$ cat src/rtl/snd_pkg.sv
// snd_pkg
// Shared types and helpers for the sound-capture decimator.
//   snd_frame_t : one averaged frame, four 4-bit channel means plus a 6-bit mix
//   NUM_CH      : number of APU channels (CH1..CH4)
//   acc_width() : accumulator width needed for a window of 2^log2_decim ticks
package snd_pkg;

    localparam int NUM_CH = 4;

    // Channel means are kept as a packed 2-D field so the whole frame stays
    // a packed struct and can be moved around as a single vector.
    typedef struct packed {
        logic [NUM_CH-1:0][3:0] ch;
        logic [5:0]             mix;
    } snd_frame_t;

    // A 4-bit code summed 2^log2_decim times needs log2_decim extra bits.
    function automatic int acc_width(input int log2_decim);
        return 4 + log2_decim;
    endfunction

endpackage

$ cat src/rtl/snd_fifo.sv
// snd_fifo
// Small synchronous FIFO of snd_frame_t with a registered head.
// Ports:
//   clk, reset_n : clock and asynchronous active-low reset
//   push         : write push_data this cycle (ignored when full and not popping)
//   push_data    : frame to enqueue
//   pop          : advance the head this cycle (ignored when empty)
//   full, empty  : occupancy flags, derived from the count register only
//   head         : frame at the head; all zeros while the FIFO is empty
module snd_fifo
    import snd_pkg::*;
#(
    parameter int DEPTH = 4
) (
    input  logic       clk,
    input  logic       reset_n,
    input  logic       push,
    input  snd_frame_t push_data,
    input  logic       pop,
    output logic       full,
    output logic       empty,
    output snd_frame_t head
);

    localparam int PW = $clog2(DEPTH);

    snd_frame_t    mem [DEPTH];
    logic [PW-1:0] rd_ptr;
    logic [PW-1:0] wr_ptr;
    logic [PW:0]   count;
    logic          do_push;
    logic          do_pop;

    // Flags come straight from the count register, so nothing from the
    // producer or consumer side reaches them combinationally.
    always_comb begin
        empty   = (count == '0);
        full    = (count == (PW+1)'(DEPTH));
        do_pop  = pop && !empty;
        do_push = push && (!full || do_pop);
        head    = empty ? '0 : mem[rd_ptr];
    end

    // Storage and pointers; depth is a power of two so pointers wrap freely.
    always_ff @(posedge clk or negedge reset_n) begin
        if (!reset_n) begin
            for (int i = 0; i < DEPTH; i++) begin
                mem[i] <= '0;
            end
            rd_ptr <= '0;
            wr_ptr <= '0;
            count  <= '0;
        end else begin
            if (do_push) begin
                mem[wr_ptr] <= push_data;
                wr_ptr      <= wr_ptr + 1'b1;
            end
            if (do_pop) begin
                rd_ptr <= rd_ptr + 1'b1;
            end
            case ({do_push, do_pop})
                2'b10:   count <= count + 1'b1;
                2'b01:   count <= count - 1'b1;
                default: count <= count;
            endcase
        end
    end

endmodule

$ cat src/rtl/snd_decimator.sv
// snd_decimator
// Box-filters the four DMG APU channel DAC codes over 2^LOG2_DECIM sample
// ticks and queues one averaged frame per window in a small output FIFO.
// Ports:
//   clk, reset_n : clock and asynchronous active-low reset
//   in_tick      : APU sample strobe, ch_in is accumulated only when high
//   ch_in        : four 4-bit DAC codes, ch_in[0] = CH1 .. ch_in[3] = CH4
//   out_valid    : FIFO head holds a frame
//   out_ready    : consumer takes the head this cycle
//   out_frame    : head frame (channel means and mix)
//   overflow     : sticky, some frame has been dropped since reset
//   drop_count   : number of dropped frames, saturating at 255
module snd_decimator
    import snd_pkg::*;
#(
    parameter int LOG2_DECIM = 7,
    parameter int FIFO_DEPTH = 4
) (
    input  logic                   clk,
    input  logic                   reset_n,
    input  logic                   in_tick,
    input  logic [NUM_CH-1:0][3:0] ch_in,
    output logic                   out_valid,
    input  logic                   out_ready,
    output snd_frame_t             out_frame,
    output logic                   overflow,
    output logic [7:0]             drop_count
);

    localparam int AW = acc_width(LOG2_DECIM);

    logic [AW-1:0]         acc      [NUM_CH];
    logic [AW-1:0]         acc_next [NUM_CH];
    logic [LOG2_DECIM-1:0] tick_cnt;
    logic [AW+1:0]         mix_sum;
    snd_frame_t            new_frame;
    logic                  window_close;
    logic                  fifo_full;
    logic                  fifo_empty;
    logic                  pop;
    logic                  push;
    logic                  drop;

    // The closing frame includes the current tick's sample, so the means are
    // taken from acc + ch_in rather than from the accumulator alone.
    always_comb begin
        window_close = in_tick && (tick_cnt == '1);
        mix_sum      = '0;
        new_frame    = '0;
        for (int i = 0; i < NUM_CH; i++) begin
            acc_next[i]      = acc[i] + AW'(ch_in[i]);
            mix_sum          = mix_sum + (AW+2)'(acc_next[i]);
            new_frame.ch[i]  = 4'(acc_next[i] >> LOG2_DECIM);
        end
        new_frame.mix = 6'(mix_sum >> LOG2_DECIM);
    end

    // A full FIFO still accepts the frame when the head leaves on the same edge.
    always_comb begin
        pop  = out_valid && out_ready;
        push = window_close && (!fifo_full || pop);
        drop = window_close && !push;
    end

    // Accumulators and tick counter; the closing tick reloads both to zero
    // so the next window starts clean without losing a sample.
    always_ff @(posedge clk or negedge reset_n) begin
        if (!reset_n) begin
            for (int i = 0; i < NUM_CH; i++) begin
                acc[i] <= '0;
            end
            tick_cnt <= '0;
        end else if (in_tick) begin
            for (int i = 0; i < NUM_CH; i++) begin
                acc[i] <= window_close ? '0 : acc_next[i];
            end
            tick_cnt <= tick_cnt + 1'b1;
        end
    end

    // Drop bookkeeping moves on the same edge as the rejected push.
    always_ff @(posedge clk or negedge reset_n) begin
        if (!reset_n) begin
            overflow   <= 1'b0;
            drop_count <= '0;
        end else if (drop) begin
            overflow <= 1'b1;
            if (drop_count != 8'hFF) begin
                drop_count <= drop_count + 1'b1;
            end
        end
    end

    snd_fifo #(
        .DEPTH (FIFO_DEPTH)
    ) u_fifo (
        .clk       (clk),
        .reset_n   (reset_n),
        .push      (push),
        .push_data (new_frame),
        .pop       (pop),
        .full      (fifo_full),
        .empty     (fifo_empty),
        .head      (out_frame)
    );

    assign out_valid = !fifo_empty;

endmodule
$ cat config.mk
export PLATFORM = sky130hd
export DESIGN_NAME = snd_decimator
export DESIGN_NICKNAME = d
export VERILOG_FILES = /design/src/rtl/snd_pkg.sv /design/src/rtl/snd_fifo.sv /design/src/rtl/snd_decimator.sv
export SDC_FILE = /design/constraint.sdc
export NUM_CORES = 1
export LEC_CHECK = 0
export CAP_MARGIN = 15
export CORE_MARGIN = 1
export CORE_UTILIZATION = 60
export DETAILED_ROUTE_END_ITERATION = 12
export PLACE_DENSITY = 0.87
export SYNTH_ARGS = -nofsm -noshare
export SYNTH_HDL_FRONTEND = slang
export SYNTH_SLANG_ARGS = --single-unit
$ cat constraint.sdc
create_clock -name clk -period 5.8 [get_ports clk]
set_input_delay 1.16 -clock clk [delete_from_list [all_inputs] [get_ports clk]]
set_output_delay 1.16 -clock clk [all_outputs]
set_load 0.02 [all_outputs]
==> results of run 1 <==
==> layer usage <==
metal  vias to the layer above  global-route usage  wire length, um
li1                       2885                   -                -
met1                      3126               0.372             8460
met2                       156               0.474             9670
met3                        30              0.0604              735
met4                         0              0.0934              344
met5                         -                   0                0
==> layout by cell type, fill, tap and decap left out, drive strengths merged, types with 5 or more instances in the layout <==
master,n
xnor2,32
o21ai,76
o31ai,11
a31oi,8
buf,21
clkbuf,24
clkdlybuf4s50,50
nand2,89
clkinv,7
and3,13
nand3,12
nor2,10
ha,33
inv,59
a21oi,21
nand4,13
and2,26
mux4,22
a21o,18
o2bb2ai,17
a22o,5
xor2,24
mux2,42
dfrtp,155
fa,26
==> sequential cells by signal (all words and copies together), names as in the netlist <==
signal,flops
u_fifo.mem,88
acc,44
drop_count,8
tick_cnt,7
u_fifo.count,3
u_fifo.rd_ptr,2
u_fifo.wr_ptr,2
overflow,1
==> report_power, final <==
| part | total [W] | switching [W] | leakage [nW] | internal, W |
|---|---|---|---|---|
| sequential | 0.00145 | 0.000227 | 2.07 | 0.00123 |
| combinational | 0.00299 | 0.00178 | 2.46 | 0.00121 |
| clock | 0.00114 | 0.000442 | 0.301 | 0.000694 |
| total | 0.00557 | 0.00244 | 4.83 | 0.00313 |
==> synthesized netlist by cell type, drive strengths merged (2+ instances only) <==
cell type  number
or3             3
buf            13
nand3          12
and3           13
nor2b           2
xnor2          32
a22o            5
a211o           3
inv            59
a31oi           8
dfrtp         155
mux2           42
o21ai          76
fa             26
nand2b          2
xor2           24
clkbuf         24
mux4           22
o31ai          11
o2bb2ai        17
a21o           18
a21oi          21
o21a            4
o22ai           3
nor4b           2
nand4          13
nor2           10
a211oi          4
ha             33
and2           26
and4            3
nor3            4
nand2          89
==> stage by stage <==
stage	instance area (um^2)	setup TNS, ns	utilization	cells	hold WS (ns)
6_report	10200	0	0.720	1038	0.479
4_1_cts	10200	0	0.720	1038	0.483
3_5_place_dp	9540	-0.624	0.677	1006	0.466
5_1_grt	10200	0	0.720	1038	0.510
2_1_floorplan	8830	0	-	792	0.445
3_3_place_gp	9540	0	0.677	1006	0.457
==> area by class of cell <==
type | count | area, um^2 | share of cell area
timing repair buffer | 71 | 662 | 0.0652
sequential | 155 | 3880 | 0.382
clock inverter | 8 | 109 | 0.0107
tap | 180 | 225 | 0.0222
inverter | 60 | 225 | 0.0222
multi-input combinational | 540 | 4550 | 0.448
clock buffer | 24 | 502 | 0.0494
==> worst max-delay path, delay by kind of cell <==
kind,cells,cell delay [ns]
xor gates and xnor gates,1,0.18
adders and majority gates,5,1.95
buffers and inverters,5,0.72
and+or+nand+nor,3,0.76
muxes,1,0.27
AOI/OAI and AO/OA,3,0.73
==> cells by family after synthesis <==
kind of cell | synth area share
flops | 0.439
fa+ha+maj | 0.106
buf+inv | 0.0462
simple gates | 0.105
xor+xnor | 0.0555
compound gates | 0.127
mux | 0.122
==> worst max path at each step <==
stage               cells past startpoint  slack, ns        endpoint  startpoint
floorplan                              17       0.57   u_fifo.mem[3]    ch_in[4]
global placement                       18       0.06  u_fifo.mem[25]    ch_in[8]
detailed placement                     18       -0.1   u_fifo.mem[3]    ch_in[8]
CTS                                    18       0.34  u_fifo.mem[25]    ch_in[8]
global route                           18       0.04  u_fifo.mem[69]    ch_in[8]
finish                                 18       0.30  u_fifo.mem[25]    ch_in[8]
==> results.yml, run 1 <==
drt:
  routedWlPerCell_um: 18.5
  initialDrtViolationCount: 554
  ant_nets: 0
  wirelength_um: 19200
  drc: 0
  dr_total_vias: 6197
  dr.pass1.iters: 4
  avgViaCountPerCell: 5.97
yosys:
  synth_top_area_share: 0.439
  asyncSetResetFlopFracSynth: 1.00
  post_synthesis_cell_type_count: 51
  synthesis.yosys.warnings: 0
  synth_seq_area_share: 0.439
  synthDominantAreaCellType: "sky130_fd_sc_hd__dfrtp_1"
  avgSynthCellArea_um2: 11.2
  dominantRegCellSynth: "sky130_fd_sc_hd__dfrtp_1"
  post_synth_main_area_contributors: "sky130_fd_sc_hd__dfrtp_1, sky130_fd_sc_hd__fa_1, sky130_fd_sc_hd__mux4_2"
  mappedNetlistArea_um2: 8830
  number_of_enable_type_register_cells_in_the_synthesized_netlist: 0
  syn_nets: 871
  gate_count_of_the_mapped_netlist: 792
  register_bit_total_from_synthesis: 155
power_and_ir_drop:
  post-layout-total-power_w: 0.00557
  leakagePower_nw: 4.83
  power_density_nw_per_um2: 549
  irDropWorstVdd_uv: 819
grt:
  number_of_antenna_violations_at_the_first_check_in_global_routing: 0
  globalRouteOverflowTotal: 0
  grt_max_degree: 100
  grt_pass1_vias: 6513
  grt_pass1_wl_um: 32700
  track_usage: 0.285
place:
  pre_cts_ws_ns: -0.0960
  buffer_ports.inserted: 51
  hpwlAfterDp_um: 12500
  finalWeightedCongestion: 0.869
setup_path:
  critical_path.reg2reg.startpoint: "acc[11]"
  crit_path_dat_ns: 5.80
  timing.critical_path.from_type: "input port"
  cp_common_cell: "sky130_fd_sc_hd__inv_1"
  critPathKind: "in2reg"
  crit_path_cell_trace: "clkdlybuf4s50_1 > ha_1 > inv_1 > fa_1 > nor2b_1 > o21ai_0 > a21oi_1 > xnor2_1 > inv_1 > fa_1 > inv_1 > fa_1 > inv_1 > ha_1 > nand3_1 > or4_1 > o211a_1 > mux2_4"
  cpMaxStageDelayCell: "sky130_fd_sc_hd__fa_1"
  critical_path_endpoint_category: "flip-flop"
  regToRegSetupSlack_ns: 1.09
  timing.reg2reg.worst_path_depth: 17
  r2r-end: "u_fifo.mem[24]"
  cp.required_ns: 6.10
  timing.critical_path.slowest_cell_delay_ns: 0.55
  timing.critical_path.fanout_max: 5
die:
  chipHeight_um: 123
  die_area_um2: 15200
  row_count: 43
  pin_count: 52
  fp.dieW_um: 123
  core_region_area_um2: 14100
  start_util: 0.627
clock_network:
  cts.htree.levels: 4
  root_buffer: "sky130_fd_sc_hd__clkbuf_16"
  path_clk_slew_ns: 0.06
  clock_insertion_delay_worst_skew_ns: 0.43
  tritoncts.num_buffers: 17
  postCtsHoldBufs: 0
  cts_tree: "built"
  cts_setup_buffers: 0
  cts_resized: 0
  cts_buffer_depth: 2
  cts_num_sinks: 155
min_path:
  hold_path_end: "u_fifo.mem[60]"
  holdCritStartpoint: "u_fifo.mem[60]"
  min-delay-path-class: "reg2reg"
  hold_depth: 2
layout:
  antenna_cells: 0
  layout.nets: 924
  fraction_of_layout_instances_using_a_drive_strength_above_1: 0.143
  fill_cells: 967
  area.growth.synth_to_final_pct: 14.9
outcome:
  status: "completed"
job:
  max_cap_violations: 0
timing:
  slew_headroom: 0.237
  finalCriticalPeriod_ns: 5.50
  setup_violations: 0
  final-max-slew-violation-count: 0
  worst-slew-pin-transition_ns: 1.14
  final.setup_skew_ns: 0.00837
  hold_fails_final_rpt: 0
  timing.final.ws_setup_ns: 0.301
  finalCritPeriodShare: 0.948
  setup_repair_after_global_routing_missed_its_margin: "no"
  max_clock_freq_mhz: 182
(Power assumes the default switching activity.)
==> run 2: changes to the inputs <==
TNS_END_PERCENT = 10   (was unset)
==> results of run 2 <==
The final DEF is identical to that of run 1; final timing and power are the same.
==> run 3: changes to the inputs <==
CORE_UTILIZATION = 45   (was 60)
PLACE_DENSITY = 0.7   (was 0.87)
==> run 3 against run 2 <==
  * Clock power about the same
  * Maximum frequency up 0.57%
  * Register-to-register slack improved by 0.09 ns
  * Sequential share of layout area decreased by 0.40 points
  * Sequential power is essentially flat
  * Final area grew 1.0%
  * Critical path depth increased by 1
  * Routed wire length is 2.3% lower
  * Clock-buffer cell count fell by 7
  * Global-route usage down 8.2 points
  * Sequential cell count is the same
==> results.yml, run 3 (synthesis gave the netlist of run 1 again) <==
outcome:
  status: "completed"
place:
  dp.cells: 1090
  placement.cell_area_um2: 9670
  hpwlAfterDp_um: 12700
  buffer_ports.inserted: 51
  finalWeightedCongestion: 0.862
clock_network:
  cts_buffer_depth: 2
  root_buffer: "sky130_fd_sc_hd__clkbuf_16"
  cts_num_sinks: 155
  cts_tree: "built"
  cts.htree.levels: 4
  cts_resized: 0
  path_clk_slew_ns: 0.06
  clock_insertion_delay_worst_skew_ns: 0.43
  postCtsHoldBufs: 0
  tritoncts.num_buffers: 17
  cts_setup_buffers: 0
drt:
  ant_nets: 0
  dr_total_vias: 6085
  met2_wirelength_um: 8810
  initialDrtViolationCount: 367
  wirelength_um: 18800
  avgViaCountPerCell: 5.43
  highest_routing_layer_actually_used: "met4"
  drc: 0
  routedLengthMet1_um: 9140
  met3_routed_wirelength_um: 642
  routedWlPerCell_um: 16.7
  dr.pass1.iters: 5
setup_path:
  cp.required_ns: 6.17
  timing.critical_path.from_type: "input port"
  critPathKind: "in2reg"
  critical_path_endpoint_category: "flip-flop"
  crit_path_cell_trace: "clkdlybuf4s50_1 > ha_1 > inv_1 > fa_1 > nor2b_1 > o21ai_0 > buf_4 > a21oi_1 > xor2_1 > fa_1 > inv_1 > fa_1 > inv_1 > ha_1 > nand4_1 > o221ai_1 > a31o_2 > xor2_1 > mux2_4"
  cpMaxStageDelayCell: "sky130_fd_sc_hd__fa_1"
  crit_family: "adder cells"
  timing.critical_path.slowest_cell_delay_ns: 0.53
  crit_path_dat_ns: 5.84
  timing.critical_path.fanout_max: 4
  critical_path_buf_inv_count: 5
grt:
  track_usage: 0.203
  grt_max_degree: 73
  number_of_antenna_violations_at_the_first_check_in_global_routing: 0
  grt_pass1_wl_um: 31700
  grt_pass1_vias: 6094
  globalRouteOverflowTotal: 0
power_and_ir_drop:
  irDropWorstVdd_uv: 831
  leakagePower_nw: 4.83
  power_density_nw_per_um2: 546
layout:
  area.growth.synth_to_final_pct: 16.1
  most-common-layout-cells: "sky130_fd_sc_hd__dfrtp_1, sky130_fd_sc_hd__nand2_1, sky130_fd_sc_hd__o21ai_0, sky130_fd_sc_hd__inv_1, sky130_fd_sc_hd__clkdlybuf4s50_1"
  non_filler_instances: 1121
  fill_cells: 1623
  fraction_of_layout_instances_using_a_drive_strength_above_1: 0.149
  layout.nets: 928
  top_regs: "u_fifo.mem (88), acc (44), drop_count (8)"
  largest_reg_by_ff_count: "u_fifo.mem"
  largest_register_ff_count: 88
  layout.cells.most_common: "sky130_fd_sc_hd__dfrtp_1"
  finalInstanceArea_um2: 10300
  antenna_cells: 0
  multi_input_area_um2: 4550
  area.sequential_um2: 3880
die:
  start_util: 0.466
  row_count: 50
  die_area_um2: 20200
  fp.dieW_um: 142
  pin_count: 52
  core_region_area_um2: 19000
  chipHeight_um: 142
timing:
  hold_fails_final_rpt: 0
  finalCriticalPeriod_ns: 5.47
  setup_violations: 0
  final.setup_skew_ns: 0.0144
  slew_headroom: 0.222
  worst-slew-pin-transition_ns: 1.17
  max_clock_freq_mhz: 183
  setup_repair_after_global_routing_missed_its_margin: "no"
  final.hold.worst_slack_ns: 0.466
  final-max-slew-violation-count: 0
  finalCritPeriodShare: 0.943
job:
  max_cap_violations: 0
min_path:
  min-delay-path-class: "reg2reg"
run 3: area by class of cell:
type	count	area share
Multi-Input combinational cell	540	0.444
Clock buffer	17	0.0415
Inverter	60	0.0220
Clock inverter	14	0.0157
Tap cell	260	0.0317
Timing Repair Buffer	75	0.0675
Sequential cell	155	0.378
run 3: layer usage:
layer,GRT usage,vias up
met2,0.325,129
met4,0.0413,0
li1,-,2882
met1,0.287,3060
met3,0.0397,14
met5,0,-
run 3: report_power, final:
part	total [W]	switching (W)	leakage, nW	internal [W]
Clock	0.00112	0.000481	0.283	0.000641
Sequential	0.00145	0.000220	2.07	0.00123
Combinational	0.00304	0.00179	2.48	0.00124
Total	0.00560	0.00249	4.83	0.00311
run 3: worst paths after layout:
check	cells past startpoint	slack (ns)	end	from
setup / recovery	19	0.33	u_fifo.mem[4]	ch_in[8]
hold / removal	1	0.47	overflow	overflow
setup reg to reg	16	1.18	u_fifo.mem[4]	acc[0]
hold reg to reg	1	0.47	overflow	overflow
max in group asynchronous	2	4.09	acc[9]	reset_n
min in group asynchronous	1	0.56	u_fifo.mem[87]	reset_n
run 3: through the flow:
step	setup TNS, ns	total power, W	utilization	worst slack (ns)
global route	0	0.00603	0.541	0.0874
global placement	0	0.00434	0.510	0.0847
CTS	0	0.00561	0.541	0.363
floorplan	0	0.00361	-	0.570
finish	0	0.00560	0.541	0.333
detailed placement	-0.721	0.00443	0.510	-0.0893
